--- src/rtl/message_serializer_pkg.sv ---
// Shared definitions for the message serializer block.
//   ser_state_t : serializer FSM encoding (IDLE, SHIFT, GAP)
//   MSG_*       : default word, gap-counter and frame-counter widths
package msg_pkg;

   typedef enum logic [1:0] {
      IDLE  = 2'd0,
      SHIFT = 2'd1,
      GAP   = 2'd2
   } ser_state_t;

   localparam int MSG_WIDTH = 8;
   localparam int MSG_GAP_W = 4;
   localparam int MSG_CNT_W = 8;

endpackage

--- src/rtl/message_serializer_if.sv ---
// Load/serial-out bundle between a message producer and the serializer.
//   load        : producer request to send data_word
//   data_word   : WIDTH-bit message, MSB sent first
//   gap_cycles  : idle cycles to insert after the frame
//   ready       : serializer idle, next load is accepted
//   data_out    : serial bit stream (0 whenever bit_valid is low)
//   bit_valid   : data_out carries a message bit
//   frame_done  : one-cycle pulse alongside the last bit of a frame
//   frames_sent : completed-frame counter, wraps modulo 2**CNT_W
// master = producer side, slave = serializer side.
interface message_serializer_if
   import msg_pkg::*;
#(
   parameter int WIDTH = MSG_WIDTH,
   parameter int GAP_W = MSG_GAP_W,
   parameter int CNT_W = MSG_CNT_W
) ();

   logic             load;
   logic [WIDTH-1:0] data_word;
   logic [GAP_W-1:0] gap_cycles;
   logic             ready;
   logic             data_out;
   logic             bit_valid;
   logic             frame_done;
   logic [CNT_W-1:0] frames_sent;

   modport master (
      output load, data_word, gap_cycles,
      input  ready, data_out, bit_valid, frame_done, frames_sent
   );

   modport slave (
      input  load, data_word, gap_cycles,
      output ready, data_out, bit_valid, frame_done, frames_sent
   );

endinterface

--- src/rtl/message_serializer.sv ---
// Parallel-to-serial message source. A word accepted on load (while ready)
// is shifted out MSB-first, one bit per clk, starting on the cycle after the
// load edge. After the last bit the output is held at 0 for the captured
// number of gap cycles before the next load can be accepted.
// Ports:
//   clk   : single clock, all logic on posedge
//   reset : synchronous, active-high; aborts any frame or gap in progress
//   bus   : message_serializer_if.slave (load/data_word/gap_cycles in;
//           ready/data_out/bit_valid/frame_done/frames_sent out)
// All outputs come straight from registers.
module message_serializer
   import msg_pkg::*;
#(
   parameter int WIDTH = MSG_WIDTH,
   parameter int GAP_W = MSG_GAP_W,
   parameter int CNT_W = MSG_CNT_W
) (
   input  logic                 clk,
   input  logic                 reset,
   message_serializer_if.slave  bus
);

   localparam int IDX_W = $clog2(WIDTH);

   ser_state_t       state_reg;
   logic [WIDTH-1:0] shift_reg;
   logic [IDX_W-1:0] idx_reg;
   logic [GAP_W-1:0] gap_reg;
   logic [CNT_W-1:0] frames_reg;
   logic             data_out_reg;
   logic             bit_valid_reg;
   logic             frame_done_reg;
   logic             ready_reg;

   always_ff @(posedge clk) begin
      if (reset) begin
         state_reg      <= IDLE;
         shift_reg      <= '0;
         idx_reg        <= '0;
         gap_reg        <= '0;
         frames_reg     <= '0;
         data_out_reg   <= 1'b0;
         bit_valid_reg  <= 1'b0;
         frame_done_reg <= 1'b0;
         ready_reg      <= 1'b1;
      end else begin
         frame_done_reg <= 1'b0;
         case (state_reg)
            IDLE: begin
               data_out_reg  <= 1'b0;
               bit_valid_reg <= 1'b0;
               if (bus.load) begin
                  // Snapshot word and gap so later input changes cannot
                  // disturb the frame in flight.
                  shift_reg <= bus.data_word;
                  gap_reg   <= bus.gap_cycles;
                  idx_reg   <= IDX_W'(WIDTH - 1);
                  state_reg <= SHIFT;
                  ready_reg <= 1'b0;
               end
            end

            SHIFT: begin
               data_out_reg  <= shift_reg[WIDTH-1];
               bit_valid_reg <= 1'b1;
               shift_reg     <= {shift_reg[WIDTH-2:0], 1'b0};
               idx_reg       <= idx_reg - 1'b1;
               if (idx_reg == '0) begin
                  // Last bit goes out on this edge.
                  frame_done_reg <= 1'b1;
                  frames_reg     <= frames_reg + 1'b1;
                  if (gap_reg == '0) begin
                     state_reg <= IDLE;
                     ready_reg <= 1'b1;
                  end else begin
                     state_reg <= GAP;
                  end
               end
            end

            GAP: begin
               data_out_reg  <= 1'b0;
               bit_valid_reg <= 1'b0;
               gap_reg       <= gap_reg - 1'b1;
               // gap_reg is nonzero on entry, so this leaves after exactly
               // the captured number of idle cycles.
               if (gap_reg == GAP_W'(1)) begin
                  state_reg <= IDLE;
                  ready_reg <= 1'b1;
               end
            end

            default: begin
               state_reg     <= IDLE;
               data_out_reg  <= 1'b0;
               bit_valid_reg <= 1'b0;
               ready_reg     <= 1'b1;
            end
         endcase
      end
   end

   assign bus.ready       = ready_reg;
   assign bus.data_out    = data_out_reg;
   assign bus.bit_valid   = bit_valid_reg;
   assign bus.frame_done  = frame_done_reg;
   assign bus.frames_sent = frames_reg;

endmodule

--- src/flat_wrapper.sv ---
// flat-port wrapper written by rule: the top's interface ports become plain ports
module message_serializer_flat import msg_pkg::*;
#(
   parameter int WIDTH = MSG_WIDTH,
   parameter int GAP_W = MSG_GAP_W,
   parameter int CNT_W = MSG_CNT_W
)
  (clk, reset, bus_load, bus_data_word, bus_gap_cycles, bus_ready, bus_data_out, bus_bit_valid, bus_frame_done, bus_frames_sent);
  message_serializer_if #(.WIDTH(WIDTH), .GAP_W(GAP_W), .CNT_W(CNT_W)) bus_i ();
  input  logic clk;
  input  logic reset;
  input wire logic [$bits(bus_i.load)-1:0] bus_load;
  input wire logic [$bits(bus_i.data_word)-1:0] bus_data_word;
  input wire logic [$bits(bus_i.gap_cycles)-1:0] bus_gap_cycles;
  output wire logic [$bits(bus_i.ready)-1:0] bus_ready;
  output wire logic [$bits(bus_i.data_out)-1:0] bus_data_out;
  output wire logic [$bits(bus_i.bit_valid)-1:0] bus_bit_valid;
  output wire logic [$bits(bus_i.frame_done)-1:0] bus_frame_done;
  output wire logic [$bits(bus_i.frames_sent)-1:0] bus_frames_sent;
  assign bus_i.load = bus_load;
  assign bus_i.data_word = bus_data_word;
  assign bus_i.gap_cycles = bus_gap_cycles;
  assign bus_ready = bus_i.ready;
  assign bus_data_out = bus_i.data_out;
  assign bus_bit_valid = bus_i.bit_valid;
  assign bus_frame_done = bus_i.frame_done;
  assign bus_frames_sent = bus_i.frames_sent;
  message_serializer #(.WIDTH(WIDTH), .GAP_W(GAP_W), .CNT_W(CNT_W)) u_core (.clk(clk), .reset(reset), .bus(bus_i));
endmodule
--- config.mk ---
export PLATFORM = sky130hd
export DESIGN_NAME = message_serializer_flat
export DESIGN_NICKNAME = d
export VERILOG_FILES = /design/src/rtl/message_serializer_pkg.sv /design/src/rtl/message_serializer_if.sv /design/src/rtl/message_serializer.sv /design/src/flat_wrapper.sv
export SDC_FILE = /design/constraint.sdc
export NUM_CORES = 1
export LEC_CHECK = 0
export BUFFER_PORTS_ARGS = -buffer_cell sky130_fd_sc_hd__buf_2
export CAP_MARGIN = 20
export CELL_PAD_IN_SITES_DETAIL_PLACEMENT = 0
export CELL_PAD_IN_SITES_GLOBAL_PLACEMENT = 1
export CORE_ASPECT_RATIO = 0.9
export CORE_MARGIN = 3
export CORE_UTILIZATION = 40
export CTS_CLUSTER_DIAMETER = 100
export CTS_CLUSTER_SIZE = 20
export DETAILED_ROUTE_END_ITERATION = 10
export GPL_TIMING_DRIVEN = 1
export PLACE_DENSITY_LB_ADDON = 0.1
export SLEW_MARGIN = 5
export SYNTH_ARGS = -nofsm -noshare
export SYNTH_HDL_FRONTEND = slang
export SYNTH_SLANG_ARGS = --single-unit
--- constraint.sdc ---
create_clock -name clk -period 1.9 [get_ports clk]
set_input_delay 0.285 -clock clk [delete_from_list [all_inputs] [get_ports clk]]
set_output_delay 0.285 -clock clk [all_outputs]
set_load 0.02 [all_outputs]
==> results of run 1 <==
## final cells by class
cell class	instances	share of cell area, %
well taps	42	3.17
flip-flops and latches	29	35.0
inverters	11	2.49
repair buffers	29	9.21
multi-input cells	115	44.9
clock buffers	7	5.21
## worst max path at each step
stage / depth (start not counted) / endpoint / start / slack [ns]
2_1_floorplan: 4 / u_core.bus.frames_sent[6] / u_core.bus.frames_sent[0] / 0.44
6_report: 5 / u_core.bus.frames_sent[7] / u_core.idx_reg[0] / 0.29
3_5_place_dp: 5 / u_core.bus.frames_sent[7] / u_core.idx_reg[1] / 0.29
3_3_place_gp: 5 / u_core.bus.frames_sent[7] / u_core.idx_reg[0] / 0.34
5_1_grt: 5 / u_core.bus.frames_sent[5] / u_core.idx_reg[0] / 0.16
4_1_cts: 5 / u_core.bus.frames_sent[7] / u_core.idx_reg[1] / 0.27
## tightest hold or removal path: stages
cell and delay, ns:
buf_2 0.10, nand2_1 0.04, a311oi_1 0.07
## placed cells by master (no fill, tap or decap), types with 3 or more instances in the layout
cell type and n:
a21oi_1 12, or4_1 3, nand3b_1 3, dfxtp_1 29
or3_1 3, o21ai_0 7, inv_1 11, nand3_1 3
nand2b_1 6, nand2_1 15, o31ai_1 3, a211oi_1 3
a311oi_1 7, buf_4 3, buf_2 26, ha_1 6
nor3b_1 4, nor2_1 18, clkbuf_8 6
## metrics by stage
step	instances	area, sq um	hold WS [ns]
3_5_place_dp	226	1570	0.457
2_1_floorplan	167	1420	0.437
4_1_cts	233	1660	0.267
5_1_grt	233	1660	0.280
6_report	233	1660	0.277
3_3_place_gp	226	1570	0.448
## layer usage
metal	vias to the layer above	part of all wire [%]
li1	638	-
met1	573	50
met2	29	45
met3	0	5.5
met4	0	0
met5	-	0
## cells in the mapped netlist, drive strengths merged (4+ instances only)
cell type / instances
inv: 11
buf: 5
a21oi: 12
nor3b: 4
nand2: 15
nand2b: 6
nor2: 18
ha: 6
clkbuf: 7
dfxtp: 29
o21ai: 7
a311oi: 7
## power groups by stage
| stage | Clock [uW] | Combinational (uW) | Sequential [uW] |
|---|---|---|---|
| after floorplan | 0 | 163 | 697 |
| after global placement | 0 | 212 | 698 |
| after detailed placement | 0 | 220 | 699 |
| after CTS | 514 | 221 | 686 |
| after global routing | 543 | 251 | 693 |
| final | 498 | 220 | 686 |
## cell families (layout without fill, tap and decap cells)
group / count (synthesis) / count (layout) / synth area share (%)
AND/OR/NAND/NOR: 63 / 63 / 24.1
AO/OA/AOI/OAI: 43 / 43 / 21.0
flip-flops: 29 / 29 / 40.9
buffers and inverters: 23 / 47 / 6.70
adder cells (fa/ha/maj): 6 / 6 / 5.29
multiplexers: 2 / 2 / 1.41
XOR/XNOR: 1 / 1 / 0.617
==> results.rst, run 1 <==
.. list-table::
   :header-rows: 1

   * - Metric
     - Value
   * - Comb pwr share
     - 15.7%
   * - Critical Path Source Type
     - flip-flop
   * - Floorplan Core Area
     - 3230 sq um
   * - Worst rel slew slack
     - 66.5%
   * - Data arrival time at the worst-slack endpoint
     - 1.81 ns
   * - Sequential share of power
     - 48.9%
   * - Sum of negative setup slack
     - 0 ns
   * - Maximum clock rate
     - 0.621 GHz
   * - Area Growth Syn to Fin
     - 16.7%
   * - Count of buffers from port buffering
     - 26
   * - Critical path type
     - reg -> reg
   * - Final number of setup-violating endpoints
     - 0
   * - Die Footprint
     - 4300 sq um
   * - Multi-input gate area
     - 744 sq um
   * - Total leakage power
     - 0.000685 uW
   * - Required @ worst endpoint
     - 2.10 ns
   * - HP Start
     - bus_data_word[4]
   * - Clock latency on the worst-skew pair
     - 0.27 ns
   * - Final Worst Setup Slack
     - 0.288 ns
   * - Worst hold path cell count
     - 3
   * - Outcome
     - complete, no violations
   * - Global-route usage over all layers
     - 15.7%
   * - Synthesized cell area
     - 1420 sq um
   * - Unrepaired setup endpoints after global routing
     - false
   * - Ant. Diodes
     - 0
   * - Cell breakdown of the critical path
     - inv_1 > ha_1 > nand4bb_4 > or4_1 > a21oi_1
   * - Maximum fanout along the worst path
     - 15
   * - Number of buffers inserted to repair setup after CTS
     - 0
   * - Layout cell share with drive strength beyond 1
     - 19.9%
   * - Dominant cells by area after synthesis
     - dfxtp_1, ha_1, nor2_1, a311oi_1, a21oi_1
   * - Class of the tightest hold or removal check
     - in -> reg
   * - Ys Warns
     - 0
   * - Number of pins with negative max-slew slack in the final report
     - 0
   * - CTS tree
     - done
   * - Worst reg-to-reg path cell count
     - 5
   * - Sink Count
     - 29
   * - Number of synthesized flops with an enable pin
     - 0
   * - Largest net degree at the start of global routing
     - 28
   * - Drt first pass iters
     - 4
   * - Worst reg-to-reg setup slack
     - 0.29 ns
   * - GR met2 Demand/Resource
     - 22.3%
   * - Fill count
     - 344
   * - Global-route wire length before repair
     - 5230 um
   * - Endpoint of the most critical register-to-register path
     - u_core.bus.frames_sent[7]
   * - Remaining antenna violation count
     - 0
   * - Total count of hold-check failures in the final report
     - 0
   * - Peak ir drop on the vdd network
     - 0.000617 V
   * - Internal
     - 1030 uW
   * - Global placer's final weighted congestion
     - 0.800
   * - Met1 usage in global routing
     - 22.4%
   * - Final wirelength
     - 3030 um
   * - Number of nets in the finished design
     - 212
   * - Initial cell density of the core
     - 43.9%
   * - Clock power frac
     - 35.4%
   * - Syn avg cell area
     - 8.50 sq um
   * - Met3 layer usage reported by global route
     - 5.94%
   * - Library cell used as clock root buffer
     - clkbuf_8
   * - Global-route congestion overflow total
     - 0
   * - Top FF cell, synth
     - dfxtp_1
   * - Yosys cell types
     - 38
   * - Buffer depth of the longest clock path
     - 2
   * - MaxCap Viol Count
     - 0
   * - Count of routing violations after the opening detailed-route iteration
     - 81
   * - WP buf/inv
     - 1
   * - Critical register-to-register path startpoint
     - u_core.idx_reg[0]
   * - Final period util
     - 84.8%
   * - Post-layout total power
     - 1400 uW
   * - Number of cells produced by synthesis
     - 167
   * - Sequential fraction of the synthesis area
     - 40.9%
   * - I/O pin count
     - 27
   * - Fraction of power spent switching nets
     - 26.4%
   * - Post-synthesis sequential element count
     - 29
   * - Number of buffers inserted during clock tree synthesis
     - 5
   * - Resized Gates After CTS
     - 0
   * - Worst slack at placement
     - 0.290 ns
   * - Async set-or-reset flop fraction in the synthesized netlist
     - 0%
   * - Clock edge transition at the registers on the reported setup and hold paths
     - 0.06 ns
   * - Number of antenna violations at the first check in global routing
     - 0
   * - Maximum cell stage delay along the critical path
     - 0.55 ns
   * - Final core occ
     - 51.3%
   * - Via count
     - 1240
   * - Least-Margin Pin Slew
     - 0.502 ns
   * - Number of levels the H-tree was split into
     - 2
   * - Layer carrying the most global-route usage
     - met1
   * - Final critical-path required period
     - 1.61 ns
   * - CP top delay family
     - simple AND/OR/NAND/NOR gates
   * - Slowest cell on crit path
     - or4_1
   * - Cell Rows
     - 19
   * - Area share of the largest cell type after synthesis
     - 40.9%
   * - Die Span X
     - 68.8 um
   * - Number of global-route vias before repair
     - 1187
   * - Switching power
     - 371 uW
   * - HPWL after detailed placement
     - 2160 um
   * - Power per unit of standard cell area
     - 847 nW/um^2
   * - Combined flip-flop and latch cell area
     - 581 sq um
   * - Via density per instance
     - 5.32
   * - Number of hold buffers added after cts
     - 0
   * - Max Clock Skew
     - 0.00434 ns
   * - Top cell type by total area after synthesis
     - dfxtp_1
   * - Routed length per placed instance
     - 13.0 um
   * - Floorplan die height
     - 62.5 um
   * - Post-synthesis net count
     - 188
   * - Capturing element type of the critical path
     - flip-flop
   * - Remaining design rule violation count
     - 0
   * - Destination of the worst hold path
     - u_core.shift_reg[4]
No activity file was read; power rests on OpenSTA's default activity.
==> run 2, diff against run 1 <==
- ABC_AREA: default -> 1
- CORE_UTILIZATION: 40 -> 34
- clock period: 1.9 -> 1.4 ns (I/O delays scaled with it)
==> run 2 against run 1 <==
  * Critical path depth increased by 2
  * Non-clock buffer count rose by 2
  * Critical endpoint is now u_core.state_reg[1]
  * Clock-buffer cell count is the same
  * Die area rose by 14%
  * Clock skew about the same
  * Area after synthesis is 1.7% lower
  * Combinational power increased to 2.8 times the previous value
==> results.rst, run 2 <==
.. list-table::
   :header-rows: 1

   * - Metric
     - Value
   * - Outcome
     - complete, no violations (unchanged)
   * - Number of pins with negative max-slew slack in the final report
     - 0 (unchanged)
   * - Multi-input gate area
     - 719 sq um (was 744 sq um)
   * - Synthesized cell area
     - 1400 sq um (was 1420 sq um)
   * - Yosys cell types
     - 24 (was 38)
   * - Number of buffers inserted during clock tree synthesis
     - 5 (unchanged)
   * - Via count
     - 1324 (was 1240)
   * - Layout cell share with drive strength beyond 1
     - 21.4% (was 19.9%)
   * - Least-Margin Pin Slew
     - 0.489 ns (was 0.502 ns)
   * - Critical Path Source Type
     - flip-flop (unchanged)
   * - Dominant cells by area after synthesis
     - dfxtp_1, nand2_1, inv_1, ha_1, o21ai_0 (was dfxtp_1, ha_1, nor2_1, a311oi_1, a21oi_1)
   * - Sum of negative setup slack
     - 0 ns (unchanged)
   * - Inst Count DP
     - 265 (was 226)
   * - Sequential fraction of the synthesis area
     - 41.6% (was 40.9%)
   * - Floorplan die height
     - 66.8 um (was 62.5 um)
   * - Post-synthesis sequential element count
     - 29 (unchanged)
   * - Most instantiated library cell after synthesis
     - nand2_1 (was dfxtp_1)
   * - Post-layout total power
     - 2390 uW (was 1400 uW)
   * - Die Footprint
     - 4910 sq um (was 4300 sq um)
   * - Final core occ
     - 44.6% (was 51.3%)
   * - Floorplan Core Area
     - 3840 sq um (was 3230 sq um)
   * - Count of placed standard cells in the final layout, fillers left out
     - 275 (was 233)
   * - Sink Count
     - 29 (unchanged)
   * - HP Start
     - bus_data_word[0] (was bus_data_word[4])
   * - Combined flip-flop and latch cell area
     - 581 sq um (unchanged)
   * - Global placer's final weighted congestion
     - 0.732 (was 0.800)
   * - Routed length per placed instance
     - 11.4 um (was 13.0 um)
   * - Worst rel slew slack
     - 67.4% (was 66.5%)
   * - Ant. Diodes
     - 0 (unchanged)
   * - Number of cells produced by synthesis
     - 195 (was 167)
   * - Library cell used as clock root buffer
     - clkbuf_8 (unchanged)
   * - Post-synthesis net count
     - 216 (was 188)
   * - Peak ir drop on the vdd network
     - 0.000724 V (was 0.000617 V)
   * - Dpl cell area
     - 1570 sq um (about the same)
   * - Maximum clock rate
     - 0.759 GHz (was 0.621 GHz)
   * - Origin of the worst setup path
     - u_core.state_reg[0] (was u_core.idx_reg[0])
   * - Cell Rows
     - 21 (was 19)
   * - Final period util
     - 94.1% (was 84.8%)
   * - Syn avg cell area
     - 7.16 sq um (was 8.50 sq um)
   * - Final critical-path required period
     - 1.32 ns (was 1.61 ns)
   * - Worst reg-to-reg path cell count
     - 7 (was 5)
   * - Unrepaired setup endpoints after global routing
     - true (was false)
   * - Maximum fanout along the worst path
     - 8 (was 15)
   * - Global-route wire length before repair
     - 5380 um (was 5230 um)
   * - Buffer depth of the longest clock path
     - 2 (unchanged)
   * - MaxCap Viol Count
     - 0 (unchanged)
   * - Most common library cell in the layout ignoring fill and taps
     - nand2_1 (was dfxtp_1)
   * - Remaining antenna violation count
     - 0 (unchanged)
   * - Commonest cells in the netlist
     - nand2_1, dfxtp_1, inv_1 (was dfxtp_1, nor2_1, nand2_1)
   * - Ys Warns
     - 0 (unchanged)
   * - Fill count
     - 405 (was 344)
   * - Class of the tightest hold or removal check
     - in -> reg (unchanged)
   * - Area share of the largest cell type after synthesis
     - 41.6% (was 40.9%)
   * - Die Span X
     - 73.6 um (was 68.8 um)
   * - Global-route usage over all layers
     - 14.3% (was 15.7%)
   * - Clock latency on the worst-skew pair
     - 0.27 ns (about the same)
   * - Largest net degree at the start of global routing
     - 19 (was 28)
   * - Final wirelength
     - 3130 um (was 3030 um)
   * - Capturing element type of the critical path
     - flip-flop (unchanged)
   * - Via density per instance
     - 4.81 (was 5.32)
   * - Commonest non-fill, non-tap cells in the layout
     - nand2_1, dfxtp_1, buf_2 (was dfxtp_1, buf_2, nor2_1)
   * - Global-route congestion overflow total
     - 0 (unchanged)
   * - Number of synthesized flops with an enable pin
     - 0 (unchanged)
   * - Number of hold buffers added after cts
     - 0 (unchanged)
   * - Data arrival time at the worst-slack endpoint
     - 1.54 ns (was 1.81 ns)
   * - Total leakage power
     - 0.000778 uW (was 0.000685 uW)
   * - Remaining design rule violation count
     - 0 (unchanged)
   * - Top cell type by total area after synthesis
     - dfxtp_1 (unchanged)
   * - Area Growth Syn to Fin
     - 22.4% (was 16.7%)
   * - Required @ worst endpoint
     - 1.62 ns (was 2.10 ns)
   * - CTS tree
     - done (unchanged)
   * - Critical path type
     - reg -> reg (unchanged)
   * - Post-Layout Inst Area
     - 1710 sq um (was 1660 sq um)
   * - Count of buffers from port buffering
     - 26 (unchanged)
   * - Async set-or-reset flop fraction in the synthesized netlist
     - 0% (unchanged)
   * - Top FF cell, synth
     - dfxtp_1 (unchanged)
   * - Power per unit of standard cell area
     - 1400 nW/um^2 (was 847 nW/um^2)
   * - Count of routing violations after the opening detailed-route iteration
     - 107 (was 81)
   * - Total count of hold-check failures in the final report
     - 0 (unchanged)
   * - Initial cell density of the core
     - 36.4% (was 43.9%)
   * - Clock edge transition at the registers on the reported setup and hold paths
     - 0.06 ns (about the same)
   * - Max Clock Skew
     - 0.00480 ns (was 0.00434 ns)
   * - Drt first pass iters
     - 4 (unchanged)
   * - Number of levels the H-tree was split into
     - 2 (unchanged)
   * - Number of nets in the finished design
     - 249 (was 212)
   * - HPWL after detailed placement
     - 2270 um (was 2160 um)
   * - Worst reg-to-reg setup slack
     - 0.08 ns (was 0.29 ns)
   * - Critical register-to-register path startpoint
     - u_core.state_reg[0] (was u_core.idx_reg[0])
   * - Number of antenna violations at the first check in global routing
     - 0 (unchanged)
   * - Final number of setup-violating endpoints
     - 0 (unchanged)
   * - Worst hold path cell count
     - 3 (unchanged)
   * - I/O pin count
     - 27 (unchanged)
   * - Number of global-route vias before repair
     - 1221 (was 1187)
[run 2: worst paths after layout]
check / to
min: u_core.shift_reg[0]
min reg2reg: u_core.bus.ready
max reg2reg: u_core.state_reg[1]
max: u_core.state_reg[1]
[run 2: timing repair]
item | in CTS | in global routing
setup buffers | 0 | 2
resized for setup | 0 | 6
setup endpoints to repair | 0 | 6
[run 2: cell type report]
class	count	share of cell area, %
Clock inverter	1	0.293
Timing Repair Buffer	31	9.81
Inverter	22	4.83
Multi-Input combinational cell	139	42.1
Tap cell	46	3.37
Sequential cell	29	34.0
Clock buffer	7	5.64
[run 2: logic make-up (layout without fill, tap and decap cells)]
logic type / after synthesis / in the layout / synth area share, %
fa+ha+maj: 6 / 6 / 5.38
flops: 29 / 29 / 41.6
compound gates: 39 / 39 / 14.9
simple gates: 93 / 93 / 29.2
buf+inv: 27 / 61 / 8.33
xor+xnor: 1 / 1 / 0.627
[run 2: per-stage QoR]
| stage | worst slack (ns) | hold WS (ns) |
|---|---|---|
| 2_1_floorplan | 0.168 | 0.286 |
| 5_1_grt | -0.0485 | 0.201 |
| 3_3_place_gp | 0.126 | 0.439 |
| 4_1_cts | 0.0224 | 0.190 |
| 3_5_place_dp | 0.0476 | 0.445 |
| 6_report | 0.0832 | 0.197 |
[run 2: critical path, stage by stage, from the launching register on]
cell     delay, ns
dfxtp_1       0.41
inv_1         0.07
nor2_2        0.24
buf_4         0.22
nand2_1       0.08
nand3_1       0.10
nand3_1       0.07
inv_1         0.07
[run 2: metal layers]
layer	up-vias	track usage, %	part of all wire [%]
met5	-	0	0
met4	0	4.75	0.96
met3	4	4.68	5.2
met2	25	23.9	48
met1	600	17.0	46
li1	695	-	-
[run 2: power breakdown]
part	switching, uW	internal, uW	total, uW
sequential	64.2	941	1010
combinational	398	225	623
clock	316	444	760
total	778	1610	2390
